**config.mk**
```make
export PLATFORM = sky130hd
export DESIGN_NAME = ql_ioff_bank
export DESIGN_NICKNAME = d
export VERILOG_FILES = /design/src/rtl/ql_ioff_bank.sv
export SDC_FILE = /design/constraint.sdc
export NUM_CORES = 1
export LEC_CHECK = 0
export BUFFER_PORTS_ARGS = -buffer_cell sky130_fd_sc_hd__buf_2
export CAP_MARGIN = 25
export CORE_ASPECT_RATIO = 0.9
export CORE_UTILIZATION = 35
export DETAILED_ROUTE_END_ITERATION = 8
export GPL_TIMING_DRIVEN = 0
export REMOVE_ABC_BUFFERS = 1
export SLEW_MARGIN = 20
export SYNTH_ARGS = -nofsm -noshare
export SYNTH_HDL_FRONTEND = slang
export SYNTH_SLANG_ARGS = --single-unit
export TNS_END_PERCENT = 5
```
**constraint.sdc**
```tcl
create_clock -name CK -period 1.5 [get_ports CK]
set_clock_uncertainty 0.1 [all_clocks]
set_input_delay 0.15 -clock CK [delete_from_list [all_inputs] [get_ports CK]]
set_output_delay 0.15 -clock CK [all_outputs]
set_load 0.02 [all_outputs]
```
**src/rtl/ql_ioff_bank.sv**
```systemverilog
// Multi-channel IO capture register bank: DEPTH-stage pipeline per channel with
// per-channel polarity select, fill-tracking valid flag and a scan chain through every data flop.
module ql_ioff_bank #(
  parameter int              WIDTH     = 8,
  parameter int              DEPTH     = 2,
  parameter logic [WIDTH-1:0] RESET_VAL = {WIDTH{1'b1}}
) (
  input  logic             CK,
  input  logic             global_resetn,
  input  logic [WIDTH-1:0] D,
  input  logic [WIDTH-1:0] INV,
  input  logic             EN,
  input  logic             SE,
  input  logic             SI,
  output logic             SO,
  output logic [WIDTH-1:0] Q,
  output logic             Q_VALID
);

  localparam int N  = WIDTH * DEPTH;
  localparam int CW = $clog2(DEPTH + 1);
  localparam logic [CW-1:0] CNT_FULL = CW'(DEPTH);

  // Stage k channel c lives at chain bit k*WIDTH + c, so a capture is a WIDTH-bit
  // shift of the same vector the scan path shifts by one.
  logic [N-1:0]  chain_q, chain_d;
  logic [CW-1:0] cnt_q, cnt_d;
  logic          valid_q, valid_d;

  // Next-state selection: scan beats capture, capture beats hold.
  always_comb begin
    chain_d = chain_q;
    cnt_d   = cnt_q;
    if (SE) begin
      chain_d = (chain_q << 1) | N'(SI);
      cnt_d   = {CW{1'b0}};
    end else if (EN) begin
      chain_d = (chain_q << WIDTH) | N'(D ^ INV);
      cnt_d   = (cnt_q == CNT_FULL) ? cnt_q : cnt_q + CW'(1);
    end else begin
      chain_d = chain_q;
      cnt_d   = cnt_q;
    end
    valid_d = (cnt_d == CNT_FULL);
  end

  // State registers with synchronous set-type reset.
  always_ff @(posedge CK) begin
    if (!global_resetn) begin
      chain_q <= {DEPTH{RESET_VAL}};
      cnt_q   <= {CW{1'b0}};
      valid_q <= 1'b0;
    end else begin
      chain_q <= chain_d;
      cnt_q   <= cnt_d;
      valid_q <= valid_d;
    end
  end

  assign Q       = chain_q[N-1 -: WIDTH];
  assign SO      = chain_q[N-1];
  assign Q_VALID = valid_q;

endmodule

```
== Word-level counts from Yosys, hierarchy flattened ==
Index checks and enable logic that the tools add are counted.
Word-level totals
  word-level logic and storage cells: 15
  output and inout port bits: 10
  bits of input ports: 21
  bits in registers: 19
Cells by class
  bitwise operators: 3
  reductions and logical operators: 1
  $add $sub $neg: 1
  multiplexer cells: 5
  eq/ne operators: 2
Operators by type and width (number)
  $mux 16: 2
  $or 16x1->16: 1
  $or 16x8->16: 1
  $xor 8x8->8: 1
  $mux 2: 3
  $eq 2x2->1 const B: 2
  $add 2x1->2 const B: 1
  $reduce_bool 2->1: 1

== Depth between registers and ports, before layout ==
  word-level depth: 5
  mapped depth: 4
  gate-level depth less buffers: 4

== Worst setup path after synthesis ==
OpenSTA, ideal clock, no wires.
  path type: register to register
  start: register cnt_q[0]
  end: register valid_q (netlist: Q_VALID)
  buffers on the path: 0
  period minus slack after synthesis: 1139 ps
  setup time: 87 ps
  required time: 1313 ps
  setup slack: 361 ps
  data arrival time: 952 ps
  cell stages (with the launch flop): 5
  cell sequence: dfxtp_1 inv_1 ha_1 mux2_4 nor4b_2
Between the ends
  word-level cells in the longest chain between the ends: 5
  elaborated cells on any way between the ends: 6
  those cells by class: add/sub (1); eq/ne (2); mux (3)
Ends and longest elaborated chain
  start, declared: line 27  | logic [CW-1:0] cnt_q, cnt_d;
  start signal, assigned: line 51  | cnt_q <= {CW{1'b0}};
  start signal, assigned: line 55  | cnt_q <= cnt_d;
  $add 2x1->2 / $eq 2x2->1 (equally long branches): line 39  | cnt_d = (cnt_q == CNT_FULL) ? cnt_q : cnt_q + CW'(1);
  $mux 2: line 39
  $mux 2 (*): line 37  | end else if (EN) begin
  $mux 2 (*): line 34  | if (SE) begin
  $eq 2x2->1 (*): line 44  | valid_d = (cnt_d == CNT_FULL);
  end signal, assigned: line 56  | valid_q <= valid_d;
  end, declared: line 28  | logic valid_q, valid_d;
Every way passes the cells marked *; elsewhere a longest branch is shown, timed or not.
A chain may end at the register's enable or synchronous reset.

== Worst setup path in the final report ==
Ends and elaborated chain as after synthesis.

==> results.json <==
{
  "run_status": "completed",
  "grt_pass1_wl_um": 3284,
  "die_area_um2": 3426,
  "antenna_violating_nets_post_route": 0,
  "grt_pass1_vias": 776,
  "postCtsHoldBufs": 0,
  "cts_tree": "built",
  "floorplan.rows": 19,
  "antenna_cells_inserted": 0,
  "crit_path_end_kind": "flop",
  "cp_cell_sequence": "inv_1 -> ha_1 -> mux2_4 -> nor4b_2",
  "antenna_violations_before_repair": 0,
  "drv_slew": 0,
  "core_region_area_um2": 3043,
  "hp-class": "in2reg",
  "critical_path.startpoint": "cnt_q[0]",
  "maximum_number_of_buffers_from_clock_root_to_sink": 2,
  "clk_latency_ps": 290,
  "worst_slew_pin_slew_ps": 671.2,
  "place_ws_ps": -30.70,
  "ctsResizeCount": 0,
  "proportion_of_power_drawn_by_combinational_gates_pct": 16.8,
  "die_w_um": 61.59,
  "num_vias": 795,
  "finish.cell_count_without_fillers": 161,
  "placedCellCount": 157,
  "drt_first_pass_iters": 4,
  "detailedRoute.firstIterationViolations": 22,
  "cp_slowest_cell": "sky130_fd_sc_hd__dfxtp_1",
  "yosysUniqueCellTypes": 17,
  "cts_setup_buffers": 0,
  "cts-root-buf": "sky130_fd_sc_hd__clkbuf_4",
  "drc": 0,
  "crit_path_start_kind": "flop",
  "finalSetupTns_ps": 0,
  "powerDensity_nw_per_um2": 786.3,
  "irDropWorstVdd_uv": 254.2,
  "timing.max_cap.violations": 0,
  "route.final.wire_length_um": 2006,
  "viasPerCell": 4.938,
  "layout.core_utilization_pct": 40.17,
  "clkTransAtPathRegs_ps": 110,
  "wl_per_cell_um": 12.46,
  "synth.cell_area_um2": 1119,
  "power.clock.fraction_pct": 26.6,
  "ys_warn_count": 0,
  "floorplan.initialDensity_pct": 36.76,
  "period_share_pct": 81.45,
  "max_slew_margin_pct": 55.16,
  "critPathMaxFanout": 2,
  "routabilityCongestion": 0.6562,
  "number_of_port_buffers": 30,
  "leakagePower_nw": 0.5435,
  "grt.total_usage_pct": 12.68,
  "share_of_post_route_cells_with_drive_strength_above_1_pct": 39.50,
  "dp.final_hpwl_um": 1360,
  "critPathKind": "reg2reg",
  "critical-path-top-delay-family": "flip-flops",
  "ys_seq_area_share_pct": 34.00,
  "fin_ws_ps": 278.2,
  "htreeDepth": 1,
  "finalHoldViolCount": 0,
  "cts_sinks": 19,
  "syn_inst": 102,
  "rsz0062_at_grt": "false",
  "power_report.internal_total_uw": 709.8,
  "setup_violations": 0,
  "area.growth.synth_to_final_pct": 9.284,
  "sw_frac_of_total_pct": 26.15,
  "worstPathRequired_ps": 1610,
  "total_power_uw": 961.2,
  "design.portCount": 31,
  "arrival_ps": 1330,
  "cts_made_buffers": 3,
  "critical-path-max-stage-delay_ps": 340,
  "sequential_cell_fraction_of_total_power_pct": 56.5,
  "average_cell_area_after_synthesis_um2": 10.97,
  "chipHeight_um": 55.63,
  "r2r-start": "cnt_q[0]",
  "p_switching_uw": 251.3,
  "path_buf_inv": 1,
  "overflow": 0,
  "worstHoldStart": "D[0]",
  "ys_ff_latch": 19,
  "nNetsFinal": 142,
  "layout_min_cycle_time_ps": 1222,
  "max_clock_freq_mhz": 818.5,
  "maximum_number_of_pins_on_one_net_before_global_route_repair": 28
}
[final timing paths]
check	endpoint	slack [ps]	depth (start not counted)
setup / recovery	Q_VALID	280	4
hold reg to reg	chain_q[15]	450	2
setup reg to reg	Q_VALID	280	4
hold / removal	chain_q[0]	50	3
[power groups by stage]
stage / logic [mW] / clock network (mW) / registers, mW
after floorplan: 0.0822 / 0 / 0.559
after global placement: 0.159 / 0 / 0.554
after detailed placement: 0.164 / 0 / 0.555
after CTS: 0.164 / 0.269 / 0.544
after global routing: 0.178 / 0.290 / 0.547
final: 0.162 / 0.256 / 0.543
[per-stage QoR]
| step | instance area (um2) | hold slack, ps |
|---|---|---|
| floorplan | 993.5 | 121.3 |
| global placement | 1196 | 367.8 |
| detailed placement | 1196 | 374.7 |
| CTS | 1222 | 49.73 |
| global route | 1222 | 64.71 |
| finish | 1222 | 54.18 |
[tightest hold or removal path, delay by kind of cell]
kind | cells | cell delay, ps
AOI/OAI and AO/OA | 1 | 60
xor gates and xnor gates | 1 | 120
buffers and inverters | 1 | 80
[layout make-up]
cell class | count | area [um2]
Fill cell | 334 | 1821
Multi-Input combinational cell | 64 | 605.6
Sequential cell | 19 | 380.4
Timing Repair Buffer | 30 | 150.1
Tap cell | 42 | 52.55
Clock buffer | 4 | 26.28
Inverter | 2 | 7.507
[kinds of logic (layout without fill, tap and decap cells)]
group,count (synthesis),count (layout),share of synthesized area [%]
AO/OA/AOI/OAI,16,16,12.53
XOR/XNOR,8,8,6.264
adder cells (fa/ha/maj),1,1,1.118
buffers and inverters,19,36,11.86
flip-flops,19,19,34.00
multiplexers,10,10,9.396
AND/OR/NAND/NOR,29,29,24.83
[synth_stat cells]
master                     count  share of area [%]
sky130_fd_sc_hd__xnor2_1       8                6.3
sky130_fd_sc_hd__buf_2         4                1.8
sky130_fd_sc_hd__nor4b_1       4                3.1
sky130_fd_sc_hd__and3b_1      17                 13
sky130_fd_sc_hd__nor4b_2       5                6.7
sky130_fd_sc_hd__inv_1         2               0.67
sky130_fd_sc_hd__mux2_4        1                1.3
sky130_fd_sc_hd__mux2i_1       9                8.1
sky130_fd_sc_hd__and2_1        1               0.56
sky130_fd_sc_hd__a21oi_1       8                3.6
sky130_fd_sc_hd__dfxtp_1      19                 34
sky130_fd_sc_hd__buf_4         9                6.0
sky130_fd_sc_hd__clkbuf_1      1               0.34
sky130_fd_sc_hd__ha_1          1                1.1
sky130_fd_sc_hd__a211oi_2      8                8.9
sky130_fd_sc_hd__buf_6         3                3.0
sky130_fd_sc_hd__nor2b_1       2                1.1
[layout by cell type (no fill, tap or decap)]
cell type	n
sky130_fd_sc_hd__and2_1	1
sky130_fd_sc_hd__clkbuf_1	1
sky130_fd_sc_hd__mux2i_1	9
sky130_fd_sc_hd__buf_2	30
sky130_fd_sc_hd__and3b_1	17
sky130_fd_sc_hd__nor2b_1	2
sky130_fd_sc_hd__a21oi_1	8
sky130_fd_sc_hd__a211oi_2	8
sky130_fd_sc_hd__inv_1	2
sky130_fd_sc_hd__dfxtp_1	19
sky130_fd_sc_hd__mux2_4	1
sky130_fd_sc_hd__ha_1	1
sky130_fd_sc_hd__nor4b_2	5
sky130_fd_sc_hd__nor4b_1	4
sky130_fd_sc_hd__clkbuf_4	3
sky130_fd_sc_hd__xnor2_1	8
[flip-flops by register name, summed over array words and instances (netlist names)]
register	flops
Q_VALID	1
cnt_q	2
chain_q	16
[routing by layer]
metal,GRT usage [%],vias up,wire length [um]
met4,6.667,0,10
met2,20.12,19,983
met1,16.03,382,932
li1,-,392,-
met3,2.093,2,81
met5,0,-,0
(Power assumes the default switching activity.)
